===== src/rtl/buffered_spi_pkg.sv =====
// Shared constants for the buffered SPI responder.
package buffered_spi_pkg;

    localparam int unsigned WORD_BITS_DEF = 16;
    localparam logic [15:0] FILL_WORD_DEF = 16'hFFFF;
    localparam int unsigned SYNC_STAGES   = 2;

    // Responder FSM encoding
    localparam logic [1:0] ST_IDLE  = 2'd0;
    localparam logic [1:0] ST_LOAD  = 2'd1;
    localparam logic [1:0] ST_SHIFT = 2'd2;

endpackage


===== src/rtl/buffered_spi_slave_sync_fifo.sv =====
// Single-clock FIFO with occupancy counter; pop takes priority so a full
// FIFO can accept a push in the same cycle as a pop.
module sync_fifo
    import buffered_spi_pkg::*;
#(
    parameter int unsigned WIDTH = 16,
    parameter int unsigned DEPTH = 16
) (
    input  logic                     clk,
    input  logic                     rst_n,
    input  logic                     push,
    input  logic [WIDTH-1:0]         wdata,
    input  logic                     pop,
    output logic [WIDTH-1:0]         rdata,
    output logic [$clog2(DEPTH):0]   level,
    output logic                     full,
    output logic                     empty
);

    localparam int unsigned AW = $clog2(DEPTH);

    logic [WIDTH-1:0] mem [DEPTH];
    logic [AW-1:0]    wr_ptr;
    logic [AW-1:0]    rd_ptr;
    logic             do_push;
    logic             do_pop;

    assign empty   = (level == '0);
    assign full    = (level == (AW+1)'(DEPTH));
    assign do_pop  = pop & ~empty;
    assign do_push = push & (~full | do_pop);
    assign rdata   = mem[rd_ptr];

    // Storage write; contents need no reset
    always_ff @(posedge clk) begin
        if (do_push) mem[wr_ptr] <= wdata;
    end

    // Pointers wrap naturally at the power-of-two depth; level tracks occupancy
    always_ff @(posedge clk or negedge rst_n) begin
        if (!rst_n) begin
            wr_ptr <= '0;
            rd_ptr <= '0;
            level  <= '0;
        end else begin
            if (do_push) wr_ptr <= wr_ptr + 1'b1;
            if (do_pop)  rd_ptr <= rd_ptr + 1'b1;
            case ({do_push, do_pop})
                2'b10:   level <= level + 1'b1;
                2'b01:   level <= level - 1'b1;
                default: level <= level;
            endcase
        end
    end

endmodule


===== src/rtl/buffered_spi_slave.sv =====
// SPI mode-0 responder: oversamples the SPI pins, deserialises words into
// an RX FIFO and serialises words from a TX FIFO onto miso.
module buffered_spi_slave
    import buffered_spi_pkg::*;
#(
    parameter int unsigned          WORD_BITS  = WORD_BITS_DEF,
    parameter int unsigned          FIFO_DEPTH = 16,
    parameter logic [WORD_BITS-1:0] FILL_WORD  = FILL_WORD_DEF
) (
    input  logic                          clk_clk,
    input  logic                          reset_reset_n,
    input  logic                          buffered_spi_clk,
    input  logic                          buffered_spi_cs,
    input  logic                          buffered_spi_mosi,
    output logic                          buffered_spi_miso,
    output logic                          buffered_spi_sync,
    output logic [WORD_BITS-1:0]          rx_data,
    output logic                          rx_valid,
    input  logic                          rx_ready,
    input  logic [WORD_BITS-1:0]          tx_data,
    input  logic                          tx_valid,
    output logic                          tx_ready,
    output logic [$clog2(FIFO_DEPTH):0]   rx_level,
    output logic [$clog2(FIFO_DEPTH):0]   tx_level,
    output logic                          overrun,
    output logic                          underrun,
    input  logic                          clear_flags
);

    localparam int unsigned CW = $clog2(WORD_BITS);
    localparam int unsigned LW = $clog2(FIFO_DEPTH) + 1;

    logic [SYNC_STAGES-1:0] sclk_sync, cs_sync, mosi_sync;
    logic                   sclk_prev, cs_prev;
    logic                   sclk_s, cs_s, mosi_s;
    logic                   sclk_rise, sclk_fall, cs_rise, cs_fall;

    logic [1:0]             state;
    logic [CW-1:0]          bit_cnt;
    logic                   word_done;
    logic [WORD_BITS-2:0]   rx_shift;
    logic [WORD_BITS-2:0]   tx_shift;
    logic                   alive;

    logic [WORD_BITS-1:0]   rx_word;
    logic                   rx_push, rx_full, rx_empty;
    logic [WORD_BITS-1:0]   tx_head, load_word;
    logic                   tx_push, tx_pop, tx_full, tx_empty;
    logic                   overrun_set, underrun_set;

    // Two-stage synchronisers plus edge-detect history for the SPI pins
    always_ff @(posedge clk_clk or negedge reset_reset_n) begin
        if (!reset_reset_n) begin
            sclk_sync <= '0;
            cs_sync   <= '0;
            mosi_sync <= '0;
            sclk_prev <= 1'b0;
            cs_prev   <= 1'b0;
        end else begin
            sclk_sync <= {sclk_sync[SYNC_STAGES-2:0], buffered_spi_clk};
            cs_sync   <= {cs_sync[SYNC_STAGES-2:0], buffered_spi_cs};
            mosi_sync <= {mosi_sync[SYNC_STAGES-2:0], buffered_spi_mosi};
            sclk_prev <= sclk_s;
            cs_prev   <= cs_s;
        end
    end

    assign sclk_s    = sclk_sync[SYNC_STAGES-1];
    assign cs_s      = cs_sync[SYNC_STAGES-1];
    assign mosi_s    = mosi_sync[SYNC_STAGES-1];
    assign sclk_rise = sclk_s & ~sclk_prev;
    assign sclk_fall = ~sclk_s & sclk_prev;
    assign cs_rise   = cs_s & ~cs_prev;
    assign cs_fall   = ~cs_s & cs_prev;

    assign rx_word      = {rx_shift, mosi_s};
    assign rx_push      = (state == ST_SHIFT) && !cs_rise && sclk_rise
                          && (bit_cnt == CW'(WORD_BITS-1));
    assign load_word    = tx_empty ? FILL_WORD : tx_head;
    assign tx_pop       = (state == ST_LOAD) && !cs_rise && !tx_empty;
    assign underrun_set = (state == ST_LOAD) && !cs_rise && tx_empty;
    assign overrun_set  = rx_push && rx_full && !(rx_ready && !rx_empty);
    assign tx_push      = tx_valid & tx_ready;
    assign tx_ready     = alive & ~tx_full;
    assign rx_valid     = ~rx_empty;

    // Responder FSM; tx_shift holds only the bits still queued behind miso
    always_ff @(posedge clk_clk or negedge reset_reset_n) begin
        if (!reset_reset_n) begin
            state             <= ST_IDLE;
            bit_cnt           <= '0;
            word_done         <= 1'b0;
            rx_shift          <= '0;
            tx_shift          <= '0;
            buffered_spi_miso <= 1'b0;
        end else if (cs_rise) begin
            state     <= ST_IDLE;
            bit_cnt   <= '0;
            word_done <= 1'b0;
        end else begin
            case (state)
                ST_IDLE: begin
                    bit_cnt <= '0;
                    if (cs_fall) state <= ST_LOAD;
                end
                ST_LOAD: begin
                    tx_shift          <= load_word[WORD_BITS-2:0];
                    buffered_spi_miso <= load_word[WORD_BITS-1];
                    state             <= ST_SHIFT;
                end
                ST_SHIFT: begin
                    if (sclk_rise) begin
                        rx_shift <= rx_word[WORD_BITS-2:0];
                        if (bit_cnt == CW'(WORD_BITS-1)) begin
                            bit_cnt   <= '0;
                            word_done <= 1'b1;
                        end else begin
                            bit_cnt <= bit_cnt + 1'b1;
                        end
                    end else if (sclk_fall) begin
                        if (word_done) begin
                            word_done <= 1'b0;
                            state     <= ST_LOAD;
                        end else begin
                            buffered_spi_miso <= tx_shift[WORD_BITS-2];
                            tx_shift          <= {tx_shift[WORD_BITS-3:0], 1'b0};
                        end
                    end
                end
                default: state <= ST_IDLE;
            endcase
        end
    end

    // Sticky error flags; a set in the same cycle as a clear wins
    always_ff @(posedge clk_clk or negedge reset_reset_n) begin
        if (!reset_reset_n) begin
            overrun  <= 1'b0;
            underrun <= 1'b0;
        end else begin
            overrun  <= (overrun & ~clear_flags) | overrun_set;
            underrun <= (underrun & ~clear_flags) | underrun_set;
        end
    end

    // Flow-control outputs come up one cycle after reset release
    always_ff @(posedge clk_clk or negedge reset_reset_n) begin
        if (!reset_reset_n) begin
            alive             <= 1'b0;
            buffered_spi_sync <= 1'b0;
        end else begin
            alive             <= 1'b1;
            buffered_spi_sync <= (rx_level < LW'(FIFO_DEPTH-1));
        end
    end

    sync_fifo #(.WIDTH(WORD_BITS), .DEPTH(FIFO_DEPTH)) u_rx_fifo (
        .clk   (clk_clk),
        .rst_n (reset_reset_n),
        .push  (rx_push),
        .wdata (rx_word),
        .pop   (rx_ready),
        .rdata (rx_data),
        .level (rx_level),
        .full  (rx_full),
        .empty (rx_empty)
    );

    sync_fifo #(.WIDTH(WORD_BITS), .DEPTH(FIFO_DEPTH)) u_tx_fifo (
        .clk   (clk_clk),
        .rst_n (reset_reset_n),
        .push  (tx_push),
        .wdata (tx_data),
        .pop   (tx_pop),
        .rdata (tx_head),
        .level (tx_level),
        .full  (tx_full),
        .empty (tx_empty)
    );

endmodule


===== config.mk =====
export PLATFORM = sky130hd
export DESIGN_NAME = buffered_spi_slave
export DESIGN_NICKNAME = d
export VERILOG_FILES = /design/src/rtl/buffered_spi_pkg.sv /design/src/rtl/buffered_spi_slave_sync_fifo.sv /design/src/rtl/buffered_spi_slave.sv
export SDC_FILE = /design/constraint.sdc
export NUM_CORES = 1
export LEC_CHECK = 0
export ABC_AREA = 1
export BUFFER_PORTS_ARGS = -buffer_cell sky130_fd_sc_hd__buf_4
export CAP_MARGIN = 10
export CORE_UTILIZATION = 55
export CTS_BUF_LIST = sky130_fd_sc_hd__clkbuf_4 sky130_fd_sc_hd__clkbuf_8 sky130_fd_sc_hd__clkbuf_16
export CTS_CLUSTER_DIAMETER = 120
export DETAILED_ROUTE_END_ITERATION = 10
export GPL_ROUTABILITY_DRIVEN = 0
export PLACE_DENSITY = 0.74
export SLEW_MARGIN = 25
export SYNTH_ARGS = -nofsm -noshare
export SYNTH_HDL_FRONTEND = slang
export SYNTH_SLANG_ARGS = --single-unit

===== constraint.sdc =====
create_clock -name clk_clk -period 2.8 [get_ports clk_clk]
set_input_delay 0.42 -clock clk_clk [delete_from_list [all_inputs] [get_ports clk_clk]]
set_output_delay 0.42 -clock clk_clk [all_outputs]
set_load 0.05 [all_outputs]

==> out/metrics.yaml, run 1 <==
outcome: "finished, violations left"
violations: "negative setup slack"
async_reset_ff_share_pct: 12.9
r2r_end: "u_rx_fifo.level[4]$_DFFE_PN0P_"
firstDrtPassIters: 5
die_w_um: 214
gr-total-overflow: 0
crit_chain: "buf_12, buf_16, a21oi_2, o21ai_2, o21ai_1, o211ai_1, nand2_1, buf_6"
ant_nets: 0
wl_um: 60300
synth_area_um2: 24700
final_common_cell: "nand2_1"
ir_worst_vdd_mv: 0.839
cts_made_buffers: 55
holdCritPathClass: "in2reg"
startpoint: "u_rx_fifo.rd_ptr[0]$_DFFE_PN0P_"
core_area_um2: 44200
htreeDepth: 2
synthCells: 2203
fin_crit_ns: 2.80
timing.rr.start: "state[0]$_DFFE_PN0P_"
antenna_found_initial: 0
diodes: 0
final.setup.worst_slack_ns: -0.00341
worst_setup_path_end_kind: "primary output"
numClockSinks: 588
worstPathRequired_ns: 2.38
worst-path-buf-inv: 3
power_mw: 30.0
drc_errors: 0
powerDensity_nw_per_um2: 1040
ys_warn_count: 0
synth-edff-count: 512
cp-start-kind: "flop"
r2r_setup_slack_ns: 0.19
cts_tree: "yes"
grt_max_degree: 131
syn_avg_cell_area_um2: 11.2
nFillCells: 3138
skew_ns: 0.0467
critPathSlowestCell: "dfrtp_4"
grt_pass1_vias: 16104
critPathMaxFanout: 12
clkLatencyLatePin_ns: 0.64
cts_root_buf: "clkbuf_16"
initialDrtViolationCount: 2173
final_nets: 2360
leakagePower_nw: 11.4
crit_family: "flip-flops"
ys.flop_type: "edfxtp_1"
portBuffers: 55
synth_nets: 2253
wl_per_cell_um: 20.5
clockBufferDepth: 3
setup_violations: 1
via_per_inst: 5.71
crit_end: "rx_data[10]"
dieArea_um2: 45800
crit_type: "reg2out"
maxSlewViolCount: 0
cap_violations: 0
max_clock_freq_mhz: 357
cp.arrival_ns: 2.38
drive_gt1_share_pct: 14.3
final_cell_mix: "nand2_1, edfxtp_1, nand3_1"
vias: 16843
path_clk_slew_ns: 0.06
syn_to_final_growth_pct: 16.4
ys_types: 41
max_stage_delay_ns: 0.57
finalHoldViolCount: 0
worst_pin_slew_ns: 0.885
max_slew_margin_pct: 41.0
die_h_um: 214
place_hpwl_um: 32800
io_pins: 56
start_util_pct: 55.8
ys_seq_area_share_pct: 70.0
rr_worst_depth: 17
fin_setup_tns_ns: -0.00341
grt_usage_pct: 25.8
rows: 77
rsz0062_at_grt: "yes"
synth_seq_cells: 588
finalCritPeriodShare_pct: 100
worstSetupPathDepth: 8
holdCritStartpoint: "tx_data[3]"
grt_pass1_wl_um: 88800
-- worst min path at each step --
stage	cells after the start	slack (ns)	to
final	1	0.11	u_tx_fifo.mem[12][3]$_DFFE_PP_
after global routing	1	0.10	u_tx_fifo.mem[15][15]$_DFFE_PP_
after CTS	1	0.09	u_tx_fifo.mem[3][15]$_DFFE_PP_
after detailed placement	0	0.34	cs_sync[1]$_DFF_PN0_
after global placement	0	0.34	sclk_sync[1]$_DFF_PN0_
after floorplan	0	0.12	alive$_DFF_PN0_
-- report_power, final --
part,internal (mW),switching (mW)
clock,4.52,3.28
sequential,10.1,0.523
combinational,3.94,7.64
-- per-stage QoR --
stage | hold WS (ns) | util (%) | std cells | worst slack, ns | area (um^2)
after floorplan | 0.124 | - | 2203 | -0.0184 | 24700
after global placement | 0.338 | 58.9 | 2809 | 0.248 | 26000
after detailed placement | 0.343 | 58.9 | 2809 | 0.171 | 26000
after CTS | 0.0940 | 63.7 | 2924 | -0.0119 | 28200
after global routing | 0.101 | 65.0 | 2948 | -0.0672 | 28800
final | 0.108 | 65.0 | 2948 | -0.00341 | 28800
-- routing by layer --
| layer | wire [um] | track usage (%) |
|---|---|---|
| met1 | 24600 | 36.5 |
| met2 | 28300 | 40.3 |
| met3 | 5720 | 5.26 |
| met4 | 1690 | 8.52 |
| met5 | 0 | 0 |
-- synthesized netlist by cell type (all sizes together), types with 2 or more instances --
library cell	number	area share, %
a21oi	9	0.18
buf	77	1.7
clkbuf	32	0.50
clkinv	2	0.030
dfrtp	76	7.7
edfxtp	512	62
ha	25	1.3
inv	196	3.0
nand2	557	8.6
nand3	210	4.3
nand4	5	0.13
nor2	232	3.6
nor3	5	0.10
o211ai	64	2.0
o21ai	168	3.4
o22ai	3	0.076
xnor2	2	0.071
xor2	19	0.67
-- state kept, by name (all words and copies together), names as in the netlist, 2 cells and up --
name and cells:
u_rx_fifo.rd_ptr 4, u_rx_fifo.mem 256, sclk_sync 2, state 2
bit_cnt 4, u_rx_fifo.level 5, u_tx_fifo.level 5, u_tx_fifo.rd_ptr 4
rx_shift 15, u_tx_fifo.wr_ptr 4, u_tx_fifo.mem 256, mosi_sync 2
tx_shift 15, cs_sync 2, u_rx_fifo.wr_ptr 4
-- cells by family after synthesis --
group	after synthesis	share of synthesized area, %
flip-flops	588	70.0
XOR/XNOR	21	0.745
buffers and inverters	307	5.22
AO/OA/AOI/OAI	249	5.85
AND/OR/NAND/NOR	1011	16.9
other	1	0.0152
adder cells (fa/ha/maj)	26	1.35
-- what timing repair did --
action,CTS,global route
buffers inserted,4,13
gates resized for setup,17,87
pin swaps,2,25
hold buffers,5,0
gates cloned,3,13
hold endpoints to repair,12,0
endpoints found under the setup margin,16,17
-- area by class of cell --
| class | instances | area, um^2 | share of cell area, % |
|---|---|---|---|
| flip-flops and latches | 588 | 17300 | 60.1 |
| multi-input cells | 1308 | 6340 | 22.1 |
| inverters | 198 | 759 | 2.64 |
| repair buffers | 158 | 1690 | 5.89 |
| repair inverters | 1 | 8.76 | 0.0305 |
| clock inverters | 32 | 400 | 1.39 |
| clock buffers | 71 | 1520 | 5.29 |
| well taps | 592 | 741 | 2.58 |
Power figures use the tool's default switching activity.
==> inputs of run 2 (changes only) <==
--- a/config.mk
+++ b/config.mk
@@ -9,11 +9,11 @@
 export BUFFER_PORTS_ARGS = -buffer_cell sky130_fd_sc_hd__buf_4
 export CAP_MARGIN = 10
 export CORE_UTILIZATION = 55
-export CTS_BUF_LIST = sky130_fd_sc_hd__clkbuf_4 sky130_fd_sc_hd__clkbuf_8 sky130_fd_sc_hd__clkbuf_16
 export CTS_CLUSTER_DIAMETER = 120
 export DETAILED_ROUTE_END_ITERATION = 10
 export GPL_ROUTABILITY_DRIVEN = 0
 export PLACE_DENSITY = 0.74
+export SETUP_SLACK_MARGIN = 0.2
 export SLEW_MARGIN = 25
 export SYNTH_ARGS = -nofsm -noshare
 export SYNTH_HDL_FRONTEND = slang
==> run 2 against run 1 <==
Sequential power barely moved; largest cell class unchanged; via count up 1.2%; final cell count is 0.44% higher; worst hold slack worse by 0.068 ns; clock-buffer cell count rose by 14; critical path type unchanged; sequential cell count unchanged; the flow now finishes without violations.
==> out/metrics.yaml, run 2 (same netlist as run 1, synthesis figures left out) <==
worst_pin_slew_ns: 0.837
clockBufferDepth: 3
crit_end: "rx_data[13]"
cp.arrival_ns: 2.33
worstPathRequired_ns: 2.38
place_hpwl_um: 32400
drive_gt1_share_pct: 14.4
gr-total-overflow: 0
place_ws_ns: 0.175
setup_violations: 0
fin_hold_ws_ns: 0.0393
r2r_setup_slack_ns: 0.38
vias: 17042
wl_um: 61600
die_w_um: 214
stdcell_count: 2961
timing.rr.start: "u_tx_fifo.level[1]$_DFFE_PN0P_"
powerDensity_nw_per_um2: 1050
cts_tree: "yes"
grt_pass1_wl_um: 91000
grt_usage_pct: 26.6
placed_area_um2: 26100
cap_violations: 0
seqCellArea_um2: 17300
post-route-util_pct: 65.4
finalHoldViolCount: 0
clkLatencyLatePin_ns: 0.62
outcome: "finished clean"
final_cell_mix: "nand2_1, edfxtp_1, nand3_1"
rows: 77
antenna_found_initial: 0
crit_type: "reg2out"
maxSlewViolCount: 0
max_stage_delay_ns: 0.50
diodes: 0
dieArea_um2: 45800
max_clock_freq_mhz: 363
firstDrtPassIters: 5
dpl.cell_count: 2811
via_per_inst: 5.76
wl_per_cell_um: 20.8
max_slew_margin_pct: 44.2
fin_setup_tns_ns: 0
stdcell_area_um2: 28900
final_common_cell: "nand2_1"
top_regs: "u_rx_fifo.mem x256, u_tx_fifo.mem x256"
htreeDepth: 2
r2r_end: "u_tx_fifo.level[4]$_DFFE_PN0P_"
critPathSlowestCell: "dfrtp_4"
grt_pass1_vias: 16238
ant_nets: 0
rr_worst_depth: 13
nFillCells: 3105
multiInputGateArea_um2: 6350
cts_root_buf: "clkbuf_16"
core_area_um2: 44200
finalCritPeriodShare_pct: 98.3
final_nets: 2371
initialDrtViolationCount: 2074
portBuffers: 55
grt_max_degree: 131
final.setup.worst_slack_ns: 0.0473
drc_errors: 0
leakagePower_nw: 11.5
holdCritPathClass: "in2reg"
fin_crit_ns: 2.75
start_util_pct: 55.8
die_h_um: 214
skew_ns: 0.0329
cts_made_buffers: 56
worst_setup_path_end_kind: "primary output"
io_pins: 56
crit_chain: "buf_12, buf_12, buf_16, o21ai_1, o211ai_1, o211ai_1, nand2_2, buf_8"
syn_to_final_growth_pct: 17.0
power_mw: 30.2
ir_worst_vdd_mv: 0.878
numClockSinks: 588
startpoint: "u_rx_fifo.rd_ptr[0]$_DFFE_PN0P_"
path_clk_slew_ns: 0.06
cp-start-kind: "flop"
critPathMaxFanout: 14
rsz0062_at_grt: "yes"
## run 2: cell types whose count changed in the layout (fill, tap and decap cells not counted), moves of 6 or more
| cell | previous run | this run |
|---|---|---|
| clkbuf_4 | 13 | 1 |
| buf_6 | 22 | 16 |
| clkbuf_1 | 0 | 20 |
| buf_4 | 103 | 110 |
## run 2: worst min path at each step
stage | startpoint | end | slack (ns) | depth (start not counted)
after floorplan | reset_reset_n | alive$_DFF_PN0_ | 0.12 | 0
final | clear_flags | overrun$_DFF_PN0_ | 0.04 | 2
after detailed placement | mosi_sync[0]$_DFF_PN0_ | mosi_sync[1]$_DFF_PN0_ | 0.33 | 0
after CTS | reset_reset_n | tx_shift[7]$_DFFE_PN0P_ | 0.004 | 1
after global routing | clear_flags | underrun$_DFF_PN0_ | 0.03 | 2
after global placement | mosi_sync[0]$_DFF_PN0_ | mosi_sync[1]$_DFF_PN0_ | 0.34 | 0
## run 2: cell type report
type	count	share of cell area (%)
Sequential cell	588	59.8
Multi-Input combinational cell	1308	22.0
Timing Repair Buffer	167	6.42
Clock buffer	85	5.58
Inverter	198	2.68
Tap cell	592	2.56
Clock inverter	21	0.905
Timing Repair inverter	2	0.0693
## run 2: critical path, delay by kind of cell (launching register included)
kind | cells | cell delay, ns
buffers and inverters | 4 | 0.65
AO/OA/AOI/OAI | 3 | 0.47
AND/OR/NAND/NOR | 1 | 0.11
flip-flops | 1 | 0.50
## run 2: what timing repair did
action / in CTS / in global routing
cloned: 8 / 8
resized for setup: 56 / 50
hold endpoints to repair: 3 / 76
hold buffers: 3 / 1
pin swaps: 11 / 19
endpoints found under the setup margin: 17 / 48
buffers inserted: 11 / 13
## run 2: where the power goes
part | switching [mW] | total [mW] | internal (mW)
clock network | 3.20 | 7.63 | 4.44
registers | 0.516 | 10.6 | 10.1
logic | 7.79 | 12.0 | 4.17
total | 11.5 | 30.2 | 18.7
## run 2: metal layers
layer | vias up | global-route usage (%) | part of all wire [%]
met5 | - | 0 | 0
met4 | 0 | 9.29 | 2.9
met3 | 131 | 4.48 | 11
met2 | 963 | 41.7 | 47
met1 | 8232 | 37.8 | 40
li1 | 7716 | - | -
